$ cat config.mk
export PLATFORM = sky130hd
export DESIGN_NAME = sram_test_seq
export DESIGN_NICKNAME = d
export VERILOG_FILES = /design/src/rtl/sram_test_seq.sv
export SDC_FILE = /design/constraint.sdc
export NUM_CORES = 1
export LEC_CHECK = 0
export ABC_AREA = 0
export ABC_CLOCK_PERIOD_IN_PS = 3800
export CORE_UTILIZATION = 40
export CTS_CLUSTER_DIAMETER = 120
export DETAILED_ROUTE_END_ITERATION = 8
export SKIP_CTS_REPAIR_TIMING = 1
export SLEW_MARGIN = 20
export SYNTH_ARGS = -nofsm -noshare
export SYNTH_HDL_FRONTEND = slang
export SYNTH_SLANG_ARGS = --single-unit
$ cat constraint.sdc
create_clock -name clk -period 3.8 [get_ports clk]
set_input_delay 0.76 -clock clk [delete_from_list [all_inputs] [get_ports clk]]
set_output_delay 0.76 -clock clk [all_outputs]
set_load 0.01 [all_outputs]
$ cat src/rtl/sram_test_seq.sv
// March-style SRAM self-test sequencer: write/verify a seeded pattern, then its
// complement, over addresses 0..LAST_ADDR, counting mismatches.
//   state    | meaning
//   IDLE     | waiting for start after reset
//   WR_SET   | address/data set up, rw high
//   WR_PULSE | write strobe (rw low) for WAIT_CYC cycles
//   WR_REC   | write recovery, address/data still held
//   RD_ADDR  | read address presented for WAIT_CYC cycles
//   RD_CMP   | compare registered read data
//   DONE     | results valid until next start
module sram_test_seq #(
  parameter logic [18:0] LAST_ADDR = 19'h7FFFF,
  parameter int unsigned WAIT_CYC  = 2
) (
  input  logic        clk,
  input  logic        reset,
  input  logic        start,
  input  logic [7:0]  seed,
  output logic        rw,
  output logic [18:0] addr,
  output logic [7:0]  data_f2s,
  input  logic [7:0]  data_s2f_r,
  output logic        busy,
  output logic        done,
  output logic        pass,
  output logic [15:0] err_count,
  output logic [18:0] first_err_addr
);

  localparam int CW = $clog2(WAIT_CYC);
  localparam logic [CW-1:0] CNT_LOAD = CW'(WAIT_CYC - 1);

  typedef enum logic [2:0] {
    S_IDLE, S_WR_SET, S_WR_PULSE, S_WR_REC, S_RD_ADDR, S_RD_CMP, S_DONE
  } state_t;

  state_t        r_state;
  logic [1:0]    r_phase;
  logic [CW-1:0] r_cnt;
  logic [7:0]    r_seed;
  logic          r_rw;
  logic [18:0]   r_addr;
  logic [7:0]    r_data;
  logic          r_busy;
  logic          r_done;
  logic [15:0]   r_err;
  logic [18:0]   r_fea;
  logic          r_first_seen;

  logic [18:0]   w_addr_nxt;
  logic [7:0]    w_exp;
  logic          w_last;

  // Phases 2 and 3 use the complemented pattern.
  function automatic logic [7:0] f_pat(input logic [18:0] a, input logic [7:0] s,
                                       input logic inv);
    return (a[7:0] ^ s) ^ {8{inv}};
  endfunction

  assign w_addr_nxt = r_addr + 19'd1;
  assign w_exp      = f_pat(r_addr, r_seed, r_phase[1]);
  assign w_last     = (r_addr == LAST_ADDR);

  always_ff @(posedge clk or negedge reset) begin
    if (!reset) begin
      r_state      <= S_IDLE;
      r_phase      <= 2'd0;
      r_cnt        <= '0;
      r_seed       <= 8'd0;
      r_rw         <= 1'b1;
      r_addr       <= 19'd0;
      r_data       <= 8'd0;
      r_busy       <= 1'b0;
      r_done       <= 1'b0;
      r_err        <= 16'd0;
      r_fea        <= 19'd0;
      r_first_seen <= 1'b0;
    end else begin
      case (r_state)
        S_IDLE, S_DONE: begin
          if (start) begin
            r_seed       <= seed;
            r_err        <= 16'd0;
            r_fea        <= 19'd0;
            r_first_seen <= 1'b0;
            r_done       <= 1'b0;
            r_busy       <= 1'b1;
            r_phase      <= 2'd0;
            r_addr       <= 19'd0;
            r_data       <= f_pat(19'd0, seed, 1'b0);
            r_rw         <= 1'b1;
            r_state      <= S_WR_SET;
          end
        end
        S_WR_SET: begin
          r_rw    <= 1'b0;
          r_cnt   <= CNT_LOAD;
          r_state <= S_WR_PULSE;
        end
        S_WR_PULSE: begin
          if (r_cnt == '0) begin
            r_rw    <= 1'b1;
            r_state <= S_WR_REC;
          end else begin
            r_cnt <= r_cnt - 1'b1;
          end
        end
        S_WR_REC: begin
          if (w_last) begin
            r_addr  <= 19'd0;
            r_phase <= r_phase + 2'd1;
            r_cnt   <= CNT_LOAD;
            r_state <= S_RD_ADDR;
          end else begin
            r_addr  <= w_addr_nxt;
            r_data  <= f_pat(w_addr_nxt, r_seed, r_phase[1]);
            r_state <= S_WR_SET;
          end
        end
        S_RD_ADDR: begin
          if (r_cnt == '0) r_state <= S_RD_CMP;
          else             r_cnt   <= r_cnt - 1'b1;
        end
        S_RD_CMP: begin
          if (data_s2f_r != w_exp) begin
            if (r_err != 16'hFFFF) r_err <= r_err + 16'd1;
            if (!r_first_seen) begin
              r_fea        <= r_addr;
              r_first_seen <= 1'b1;
            end
          end
          if (!w_last) begin
            r_addr  <= w_addr_nxt;
            r_cnt   <= CNT_LOAD;
            r_state <= S_RD_ADDR;
          end else if (r_phase == 2'd1) begin
            r_addr  <= 19'd0;
            r_phase <= 2'd2;
            r_data  <= f_pat(19'd0, r_seed, 1'b1);
            r_state <= S_WR_SET;
          end else begin
            r_busy  <= 1'b0;
            r_done  <= 1'b1;
            r_state <= S_DONE;
          end
        end
        default: begin
          r_rw    <= 1'b1;
          r_busy  <= 1'b0;
          r_done  <= 1'b0;
          r_state <= S_IDLE;
        end
      endcase
    end
  end

  assign rw             = r_rw;
  assign addr           = r_addr;
  assign data_f2s       = r_data;
  assign busy           = r_busy;
  assign done           = r_done;
  assign pass           = r_done && (r_err == 16'd0);
  assign err_count      = r_err;
  assign first_err_addr = r_fea;

endmodule

### Word-level counts from Yosys, hierarchy flattened

Index checks and enable logic that the tools add are counted.

* flip-flop bits (word level): 80
* input port bits: 19
* logic and storage cells: 112

* add/sub/neg operators: 4
* equal/unequal tests: 23
* multiplexer cells: 45
* bitwise operators: 7
* reductions and logical operators: 21

Operators by type and width (count)
* 19-bit two-way mux: 6
* 19-bit one-hot mux with 3 select lines: 1
* 16-bit two-way mux: 3
* 19-bit one-hot mux with 2 select lines: 1
* 8-bit two-way mux: 4
* 16-bit one-hot mux with 2 select lines: 1
* 8-bit bitwise XOR: 4
* 2-bit inequality test (second input constant): 12
* 8-bit one-hot mux with 3 select lines: 1
* 19-bit by 1-bit adder with 19-bit output (second input constant): 1
* 19-bit == test (second input constant): 1
* 3-bit two-way mux: 6
* 3-bit one-hot mux with 6 select lines: 1
* 16-bit by 1-bit adder with 16-bit output (second input constant): 1
* 16-bit logical NOT: 1
* 16-bit inequality test (second input constant): 1
* 3-bit AND reduction: 5
* 4-bit AND reduction: 3
* 1-bit two-way mux: 11
* 5-bit AND reduction: 2
* 3-bit == test (second input constant): 3
* 2-bit two-way mux: 4
* 8-bit inequality test: 1
* 8-bit NOT: 1
* 20 further kinds: 25

### Longest topological paths before layout

* depth in word-level cells: 5
* mapped depth: 10
* depth with buffers taken out: 8

### Worst setup path after synthesis

No wires, ideal clock.

* path kind: input -> register
* start: input start
* end: register r_err[10], in the netlist err_count[10]
* setup time: 0.141 ns
* data arrival time: 2.167 ns
* required time: 3.659 ns
* slack: 1.492 ns
* stages: 7
* path buffers: 2
* cell sequence: clkbuf_1 > and3b_1 > o21ai_0 > a32o_1 > clkbuf_1 > o311ai_0 > o31ai_2

* word-level cells in the longest chain between the ends: 2

Ends and longest elaborated chain
* from (decl): line 17 `input logic start,`
* 2-bit inequality test (no line)
* 4-bit AND reduction (no line)
* to (signal assigned): line 126 `if (r_err != 16'hFFFF) r_err <= r_err + 16'd1;`
* to (decl): line 46 `logic [15:0] r_err;`

No other way between the ends.
A chain may end at the register's enable or synchronous reset.

### Worst setup path after layout

* start: input data_s2f_r[6]
* end: register r_err[10], in the netlist err_count[10]

* word-level cells in the longest chain between the ends: 3

Ends and longest elaborated chain
* from (decl): line 22 `input logic [7:0] data_s2f_r,`
* 8-bit inequality test: line 125 `if (data_s2f_r != w_exp) begin`
* 2-bit inequality test (no line)
* 4-bit AND reduction (no line)

No other way between the ends.

==> metrics.md <==
| Metric | Value |
|---|---|
| Final GP Congestion | ~0.8 |
| LEAKAGE | around 2.4 nW |
| Final slew viol count | 0 |
| Via count | 3,951 |
| Slew headroom | 0.441 |
| Distinct cells, synth | between 60 and 70 |
| Synth Warn # | 0 |
| First-pass GRT wire length | 19,800 um |
| Detailed router's first-iteration violation count | 182 |
| Flop pwr share | 0.359 |
| Crit Path Class | input pin to flip-flop |
| Gr ovfl total | 0 |
| Tmin final | 2.76 ns |
| RSZ-0062 raised after global routing | false |
| CP max FO | 10 |
| Synth Instances | ~480 |
| Pint | ~2.2 mW |
| Clk sinks | 80 |
| Sw Ratio | 0.380 |
| Synth top area share | 0.438 |
| Core area | approximately 0.011 sq mm |
| Measured slew at the worst slew-check pin | between 0.8 and 0.9 ns |
| Post-route ant nets | 0 |
| Area Growth Syn to Fin | 27.0% |
| Psw | around 1.3 mW |
| Vias in the first global route | 3,776 |
| WP data arrival | 3.00 ns |
| Initial antenna violation count | 0 |
| Share of cells above drive strength 1 | 0.0836 |
| Ys async rst share | 1.00 |
| Port bufs | between 80 and 90 |
| Routed length per instance | about 17 um |
| Peak supply drop | 0.254 mV |
| Die width | 108 um |
| DP HPWL | 7910 um |
| Setup TNS | 0 ns |
| DRC | 0 |
| Clock Path Buffers | 2 |
| Worst setup EP type | flip-flop |
| Hold WC Path Type | input pin to asynchronous set/reset pin |
| DR vias/cell | approximately 5.7 |
| Row count | 38 |
| Synth area leader | dfrtp_1 |
| Starting Density | 0.413 |
| Die height | 108 um |
| Reg clk slew, reported paths | 0.06 ns |
| RR Startpoint | r_state[1]$_DFFE_PN0P_ |
| Synth Register Bits | 80 |
| Status | completed |
| Power density over the cells | 617 mW/mm^2 |
| Power share of the clock group | 0.272 |
| Die area | 0.0117 sq mm |
| Fmax | around 360 MHz |
| CTS tree | yes |
| Htree depth | 3 |
| Crit path required time | 4.05 ns |
| Setup violations, final | 0 |
| DRT Wirelength | 12,000 um |
| Final nets | 568 |
| Max_cap viols | 0 |
| Syn nets | between 400 and 500 |
| Logic pwr share | 0.369 |
| Drt pass-1 iters | 4 |
| Antenna diode count | 0 |
| Worst-Skew Late Latency | 0.34 ns |
| CP Launch Point | data_s2f_r[6] |
| Root buffer cell | clkbuf_16 |
| Most area-consuming cells after synthesis | dfrtp_1 (44%), xnor2_1 (4.3%), nand2_1 (4.0%) |
| Max Clock Skew | a little under 0.007 ns |
| Tcrit/Tclk final | 0.725 |
| Synth Flop Type | dfrtp_1 |
| Number of flops mapped to enable cells by yosys | 0 |
| I/O Pins | 85 |
| Total CTS buffers | 9 |
| Synth Cell Area | ~0.0045 sq mm |
| Seq/Total Area, Yosys | 0.444 |
| Syn Area/Cell | 9.50 sq um |
| Fin. Hold Viols | 0 |
| Setup crit start kind | input pin |
| Gr usage total | 0.218 |
| Largest net degree at the start of global routing | 81 |
| Post-layout util | 0.524 |
==> final timing paths <==
kind	end	slack, ns	depth (start not counted)
max	err_count[10]$_DFFE_PN0P_	1.04	8
min	data_f2s[6]$_DFFE_PN0P_	0.43	1
max reg2reg	addr[5]$_DFFE_PN0P_	1.06	6
min reg2reg	busy$_DFFE_PN0P_	0.48	1
max in group asynchronous	err_count[10]$_DFFE_PN0P_	2.81	1
min in group clk	busy$_DFFE_PN0P_	0.48	1
==> synthesized netlist by cell type, types with 2 or more instances <==
cell type and count:
xor2_2 2, clkbuf_1 10, and3b_1 3, buf_2 12, and4_1 3, a22o_1 20, xnor2_1 22, o22ai_1 2
nand2b_1 2, nand2_1 48, a32oi_1 3, xor2_1 10, and3_1 9, inv_1 11, o31ai_1 10, a2bb2oi_1 2
or4_1 3, o22a_1 3, nor2b_1 2, nor3_1 3, o21ai_1 13, nor4_2 3, o211ai_1 4, ha_1 4
o311ai_1 2, nand3_1 29, nor4_1 2, nor4b_1 2, o21ai_0 18, buf_6 4, dfrtp_1 79, o311ai_0 5
nor2_1 44, a31oi_1 11, and2_1 3, o31a_1 2, nand4_1 4, or3_1 2, a221oi_1 3, o21a_1 3
clkbuf_2 2, o31ai_2 8, a21oi_1 26
==> flip-flops by register name, indices dropped and copies added, names as in the netlist <==
name / cells
r_seed: 8
busy: 1
r_cnt: 1
data_f2s: 8
r_phase: 2
rw: 1
err_count: 16
addr: 19
done: 1
first_err_addr: 19
r_state: 3
r_first_seen: 1
==> cells by family (layout without fill, tap and decap cells) <==
| logic type | Yosys count | after routing | share of synthesized area |
|---|---|---|---|
| simple gates | 168 | 168 | 0.191 |
| compound gates | 146 | 146 | 0.232 |
| flops | 80 | 80 | 0.444 |
| buf+inv | 42 | 117 | 0.0488 |
| xor+xnor | 35 | 35 | 0.0729 |
| fa+ha+maj | 4 | 4 | 0.0111 |
==> per-layer routing <==
| layer | GRT usage | up-vias | routed length [um] |
|---|---|---|---|
| li1 | - | 1888 | - |
| met5 | 0 | - | 0 |
| met4 | 0.0724 | 0 | 162 |
| met2 | 0.348 | 111 | 5690 |
| met3 | 0.0289 | 16 | 541 |
| met1 | 0.305 | 1936 | 5600 |
==> stage by stage <==
stage	power, mW	cell area, sq um	setup WS, ns	cells	hold WS, ns
after floorplan	2.09	4510	1.49	475	0.464
after global placement	2.56	5400	0.803	674	0.463
after detailed placement	2.58	5400	0.744	674	0.478
after CTS	3.56	5720	1.03	690	0.493
after global routing	3.78	5730	0.816	690	0.517
final	3.53	5730	1.04	690	0.427
==> critical path, cell delays in order <==
cell	delay, ns
clkdlybuf4s50_1	0.48
xor2_1	0.22
xnor2_1	0.11
nor4_2	0.46
and2_1	0.47
buf_4	0.24
o311ai_0	0.17
o31ai_2	0.10
==> layout make-up <==
class	count	area, sq um
inverter	11	41.3
tap	140	175
timing repair buffer	90	887
sequential	80	2000
multi-input combinational	353	2290
fill	1034	5210
clock buffer	9	225
clock inverter	7	103
==> cells in the final DEF, fill, tap and decap left out, types with 3 or more instances in the layout <==
master / instances
clkdlybuf4s50_1: 83
dfrtp_1: 79
nand2_1: 48
nor2_1: 44
nand3_1: 29
a21oi_1: 26
xnor2_1: 22
a22o_1: 20
o21ai_0: 18
o21ai_1: 13
inv_1: 11
a31oi_1: 11
xor2_1: 10
and3_1: 9
o31ai_2: 9
o31ai_1: 9
clkbuf_16: 9
buf_4: 6
o311ai_0: 5
nand4_1: 4
o211ai_1: 4
ha_1: 4
and4_1: 3
nor3_1: 3
and3b_1: 3
nor4_2: 3
and2_1: 3
a32oi_1: 3
o22a_1: 3
o21a_1: 3
or4_1: 3
a221oi_1: 3
inv_6: 3
==> power groups by stage <==
stage | registers, mW | clock network [mW] | logic [mW]
after floorplan | 1.24 | 0 | 0.857
after global placement | 1.28 | 0 | 1.28
after detailed placement | 1.28 | 0 | 1.30
after CTS | 1.27 | 0.977 | 1.31
after global routing | 1.31 | 1.02 | 1.45
final | 1.27 | 0.960 | 1.30
Note: power is estimated with default switching activity, not from simulation.
